==> config.mk <==
export PLATFORM = sky130hd
export DESIGN_NAME = uart_tx_ctrl
export DESIGN_NICKNAME = d
export VERILOG_FILES = /design/src/rtl/uart_tx_ctrl.sv
export SDC_FILE = /design/constraint.sdc
export NUM_CORES = 1
export LEC_CHECK = 0
export BUFFER_PORTS_ARGS = -buffer_cell sky130_fd_sc_hd__buf_2
export CORE_UTILIZATION = 52
export DETAILED_ROUTE_END_ITERATION = 8
export PLACE_DENSITY = 0.81
export SYNTH_ARGS = -nofsm -noshare
export SYNTH_HDL_FRONTEND = slang
export SYNTH_SLANG_ARGS = --single-unit
==> constraint.sdc <==
create_clock -name clk -period 3.8 [get_ports clk]
set_input_delay 0 -clock clk [delete_from_list [all_inputs] [get_ports clk]]
set_output_delay 0 -clock clk [all_outputs]
set_load 0.05 [all_outputs]
==> src/rtl/uart_tx_ctrl.sv <==
// UART transmit sequencing controller.
// Accepts one byte per valid/ready handshake, then steps the TX datapath
// through load / bit-wait / shift so that a whole frame is serialised:
// start, data, parity and one or two stops. Keeps the line high when idle.
module uart_tx_ctrl #(
  parameter int unsigned DATA_W = 8,
  parameter int unsigned CNT_W  = 4
) (
  input  logic              clk,
  input  logic              rst_n,
  input  logic              cfg_tx_en,
  input  logic [3:0]        cfg_data_bits,
  input  logic              cfg_two_stop,
  input  logic              tx_valid,
  input  logic [DATA_W-1:0] tx_data,
  output logic              tx_ready,
  output logic [DATA_W-1:0] dp_tx_data,
  output logic              dp_start_bits,
  output logic              dp_shift_bits,
  output logic              dp_wait_bit_en,
  output logic              dp_wait_bit_rst_n,
  input  logic              dp_wait_bit_done,
  input  logic              dp_tx,
  output logic              tx,
  output logic              tx_busy,
  output logic              tx_done,
  output logic              cfg_err
);

  typedef enum logic [1:0] {
    IDLE,
    LOAD,
    BIT,
    SHIFT
  } state_t;

  state_t state, state_nxt;

  logic [CNT_W-1:0]  bit_cnt, bit_cnt_nxt;
  logic [CNT_W-1:0]  frame_last, frame_last_nxt;
  logic [DATA_W-1:0] data_nxt;
  logic              tx_ready_nxt, tx_busy_nxt, tx_done_nxt, cfg_err_nxt;
  logic              start_nxt, shift_nxt, wait_en_nxt, wait_rst_n_nxt;
  logic              accept, bits_ok;

  assign accept  = (state == IDLE) && tx_valid && tx_ready;
  assign bits_ok = (cfg_data_bits >= 4'd5) && (cfg_data_bits <= 4'd8);

  // Line mux: the datapath contents are meaningless outside a frame.
  assign tx = tx_busy ? dp_tx : 1'b1;

  // State register.
  always_ff @(posedge clk or negedge rst_n) begin
    if (!rst_n) begin
      state <= IDLE;
    end else begin
      state <= state_nxt;
    end
  end

  // Next-state decode.
  always_comb begin
    state_nxt = state;
    case (state)
      IDLE:    if (accept && bits_ok) state_nxt = LOAD;
      LOAD:    state_nxt = BIT;
      BIT:     if (dp_wait_bit_done) state_nxt = (bit_cnt == frame_last) ? IDLE : SHIFT;
      SHIFT:   state_nxt = BIT;
      default: state_nxt = IDLE;
    endcase
  end

  // Output decode: next values of the registered controls.
  // frame_last holds N-1 (index of the final bit) so the end test is a plain compare.
  always_comb begin
    data_nxt       = dp_tx_data;
    frame_last_nxt = frame_last;
    cfg_err_nxt    = cfg_err;
    bit_cnt_nxt    = bit_cnt;
    tx_ready_nxt   = (state == IDLE) && (state_nxt == IDLE) && cfg_tx_en;
    tx_busy_nxt    = (state_nxt != IDLE);
    tx_done_nxt    = (state == BIT) && (state_nxt == IDLE);
    start_nxt      = (state_nxt == LOAD);
    shift_nxt      = (state_nxt == SHIFT);
    wait_en_nxt    = (state_nxt == BIT) || (state_nxt == SHIFT);
    wait_rst_n_nxt = (state_nxt == BIT);
    if (accept) begin
      data_nxt    = tx_data;
      bit_cnt_nxt = '0;
      if (bits_ok) begin
        frame_last_nxt = CNT_W'(cfg_data_bits) + CNT_W'(2) + CNT_W'(cfg_two_stop);
      end else begin
        cfg_err_nxt = 1'b1;
      end
    end
    if (state == SHIFT) begin
      bit_cnt_nxt = bit_cnt + CNT_W'(1);
    end
  end

  // Output and datapath-control registers.
  always_ff @(posedge clk or negedge rst_n) begin
    if (!rst_n) begin
      tx_ready          <= 1'b0;
      tx_busy           <= 1'b0;
      tx_done           <= 1'b0;
      dp_start_bits     <= 1'b0;
      dp_shift_bits     <= 1'b0;
      dp_wait_bit_en    <= 1'b0;
      dp_wait_bit_rst_n <= 1'b0;
      dp_tx_data        <= '0;
      cfg_err           <= 1'b0;
      bit_cnt           <= '0;
      frame_last        <= '0;
    end else begin
      tx_ready          <= tx_ready_nxt;
      tx_busy           <= tx_busy_nxt;
      tx_done           <= tx_done_nxt;
      dp_start_bits     <= start_nxt;
      dp_shift_bits     <= shift_nxt;
      dp_wait_bit_en    <= wait_en_nxt;
      dp_wait_bit_rst_n <= wait_rst_n_nxt;
      dp_tx_data        <= data_nxt;
      cfg_err           <= cfg_err_nxt;
      bit_cnt           <= bit_cnt_nxt;
      frame_last        <= frame_last_nxt;
    end
  end

endmodule

==> results.sh <==
export IMPL_detail_route_drc_violations=0
export IMPL_cts_setup_buffers=0
export IMPL_clk_pin_slew_ns=0.15
export IMPL_synthMostInstantiatedCell="nand2_1"
export IMPL_crit_path_top_delay_cell="and3_1"
export IMPL_mappedNetlistNets=129
export IMPL_cts_repair_resized=0
export IMPL_stdcell_area_um2=1480
export IMPL_predominant_post_synthesis_flop_cell="dfrtp_1"
export IMPL_routabilityCongestion=0.725
export IMPL_n_antenna_cell=0
export IMPL_effective_utilization_at_floorplan_pct=56.1
export IMPL_synth_seq_area_share_pct=57.9
export IMPL_cts_tree="built"
export IMPL_placed_area_um2=1320
export IMPL_total_switching_power_mw=0.507
export IMPL_postSynthRegisterBits=26
export IMPL_yosys_top_cells_area="dfrtp_1 58%, nand2_1 9.0%, xor2_1 4.7%, ha_1 3.3%, a21oi_1 2.7%"
export IMPL_die_boundary_width_um=48.5
export IMPL_dp_final_hpwl_um=1500
export IMPL_yosysTopAreaCellShare_pct=57.9
export IMPL_final_layout_net_count=178
export IMPL_max_freq_mhz=542
export IMPL_critPathRequiredTime_ns=4.02
export IMPL_clock_skew_ns=0.0145
export IMPL_asyncSetResetFlopFracSynth_pct=100
export IMPL_critical_path_max_fanout=15
export IMPL_routed_wl_um=2330
export IMPL_tritoncts_num_sinks=26
export IMPL_firstDrtPassIters=4
export IMPL_dr_first_iter_drc_count=17
export IMPL_io_pin_count=36
export IMPL_wire_length_of_the_first_global_routing_pass_um=4060
export IMPL_grt_overflow_total=0
export IMPL_netlist_top_cells_count="27 x nand2_1, 26 x dfrtp_1, 6 x a21oi_1, 6 x nand3_1, 6 x xor2_1"
export IMPL_floorplan_die_height_um=48.5
export IMPL_cap_viol_max_count=0
export IMPL_startpoint_type="register"
export IMPL_drv_slew=0
export IMPL_grt_antenna_before_repair=0
export IMPL_core_region_area_um2=2000
export IMPL_status="finished, final reports clean"
export IMPL_synth_warning_count=0
export IMPL_routed_wire_length_per_instance_um=12.8
export IMPL_worst_skew_pair_late_latency_ns=0.33
export IMPL_min_path_type="in -> reg"
export IMPL_htreeDepth=1
export IMPL_cts_inserted_buffers=3
export IMPL_max_vdd_ir_drop_v=0.000447
export IMPL_portBuffers=35
export IMPL_synth_cell_types=23
export IMPL_path_cells="nor2_1 -> and3_1 -> nand2_4 -> mux2_4"
export IMPL_route_vias_total=937
export IMPL_arrival_ns=2.07
export IMPL_area_delta_synth_final_pct=31.3
export IMPL_power_density_nw_per_um2=727
export IMPL_fin_crit_ns=1.84
export IMPL_tns_ns=0
export IMPL_antenna_left=0
export IMPL_rsz0062_at_grt="false"
export IMPL_synth_edf_count=0
export IMPL_cell_internal_pwr_mw=0.565
export IMPL_number_of_global_route_vias_before_repair=897
export IMPL_cts_root_buffer_cell="clkbuf_4"
export IMPL_switching_share_pct=47.3
export IMPL_fp_row_count=16
export IMPL_endpoints_failing_setup=0
export IMPL_synthesis_area_um2=1120
export IMPL_synth_area_per_cell_um2=10.5
export IMPL_endpoint_kind_of_the_worst_setup_timing_path="register"
export IMPL_dieArea_um2=2350
export IMPL_postSynthCellCount=107
export IMPL_min_period_over_period_pct=48.5
export IMPL_critical_path_max_stage_delay_ns=0.57
export IMPL_post_route_cells_drive_above_1_share_pct=29.0
export IMPL_globalRouteTotalUtil_pct=22.9
export IMPL_timing_slew_headroom_pct=46.8
export IMPL_power_leakage_nw=0.820
export IMPL_clock_power_share_pct=13.2
export IMPL_critical_setup_path_kind="reg -> reg"
export IMPL_route_detailed_vias_per_inst=5.15
export IMPL_finalHoldViolCount=0
export IMPL_p_comb_share_pct=45.3
export IMPL_grt_max_degree=27
export IMPL_sequentialPowerShare_pct=41.4
export IMPL_bufs_on_longest_clock_path=2
export IMPL_tightestPinTransition_ns=0.791
export IMPL_cell_taking_the_most_area_after_synthesis="dfrtp_1"
==> cell families (layout without fill, tap and decap cells) <==
group / count (synthesis) / after routing / share of synthesized area (%)
xor+xnor: 7 / 7 / 5.46
compound gates: 15 / 15 / 8.24
mux: 2 / 2 / 2.67
buf+inv: 7 / 55 / 2.56
fa+ha+maj: 3 / 3 / 3.34
flops: 26 / 26 / 57.9
simple gates: 47 / 47 / 19.8
==> critical path, delay by kind of cell, from the launching register on <==
| family | cells | cell delay [ns] |
|---|---|---|
| multiplexers | 1 | 0.32 |
| flip-flops | 1 | 0.45 |
| AND/OR/NAND/NOR | 3 | 0.97 |
==> power by group through the flow <==
stage | Sequential, mW | Clock (mW) | Combinational (mW)
global placement | 0.442 | 0 | 0.467
detailed placement | 0.449 | 0 | 0.476
CTS | 0.443 | 0.140 | 0.487
floorplan | 0.652 | 0 | 0.152
finish | 0.444 | 0.142 | 0.486
global route | 0.456 | 0.153 | 0.528
==> cell type report <==
class	count	area, um2
Sequential cell	26	651
Fill cell	152	527
Multi-Input combinational cell	74	444
Timing Repair Buffer	47	295
Clock buffer	4	36.3
Tap cell	27	33.8
Inverter	4	15.0
==> path summary, 6_finish.rpt <==
kind	cells after the start	start	to	slack, ns
max in group asynchronous	2	rst_n	bit_cnt[3]	3.25
min in group asynchronous	2	rst_n	frame_last[1]	0.18
worst min register to register	2	dp_tx_data[1]	dp_tx_data[1]	0.49
worst min-delay path	3	cfg_data_bits[1]	frame_last[3]	0.01
worst max register to register	4	state[1]	frame_last[0]	1.96
worst max-delay path	4	state[1]	frame_last[0]	1.96
==> layout by cell type, fill, tap and decap left out <==
master         Yosys  routed
buf_2              2      35
nand2_1           27      27
dfrtp_1           26      26
dlygate4sd3_1      0      12
xor2_1             6       6
a21oi_1            6       6
nand3_1            6       6
o21ai_0            5       5
inv_1              4       4
nor2_1             4       4
ha_1               3       3
clkbuf_4           0       3
nor2b_1            2       2
nor4_1             2       2
nand2b_1           2       2
o21bai_1           2       2
mux2_4             2       2
and3_1             1       1
or4b_4             1       1
o21ai_4            1       1
nand2_4            1       1
and3_2             1       1
xnor2_1            1       1
a31oi_1            1       1
clkbuf_8           0       1
==> state kept, by name, indices dropped and copies added (netlist names) <==
signal,cells
dp_start_bits,1
tx_busy,1
cfg_err,1
dp_wait_bit_rst_n,1
tx_ready,1
dp_wait_bit_en,1
dp_tx_data,8
frame_last,4
tx_done,1
state,2
dp_shift_bits,1
bit_cnt,4
==> repair_timing <==
action                                  CTS  global route
hold buffers                             12             0
hold endpoints to repair                 37             0
endpoints found under the setup margin    0             0
==> per-stage QoR <==
step	setup slack, ns	utilization (%)	total power [mW]	hold WS [ns]	cells
5_1_grt	1.80	73.7	1.14	0.0424	182
3_3_place_gp	2.05	65.9	0.908	0.0138	166
3_5_place_dp	1.98	65.9	0.926	0.0202	166
6_report	1.96	73.7	1.07	0.0102	182
2_1_floorplan	2.33	-	0.804	-0.296	107
4_1_cts	1.96	73.7	1.07	0.0187	182
==> layer usage <==
| metal | part of all wire (%) | global-route usage [%] | wire length, um |
|---|---|---|---|
| met2 | 49 | 38.7 | 1140 |
| met3 | 3.1 | 1.26 | 73 |
| met1 | 44 | 29.0 | 1040 |
| met5 | 0 | 0 | 0 |
| met4 | 3.2 | 14.2 | 75 |
(Power assumes the default switching activity.)
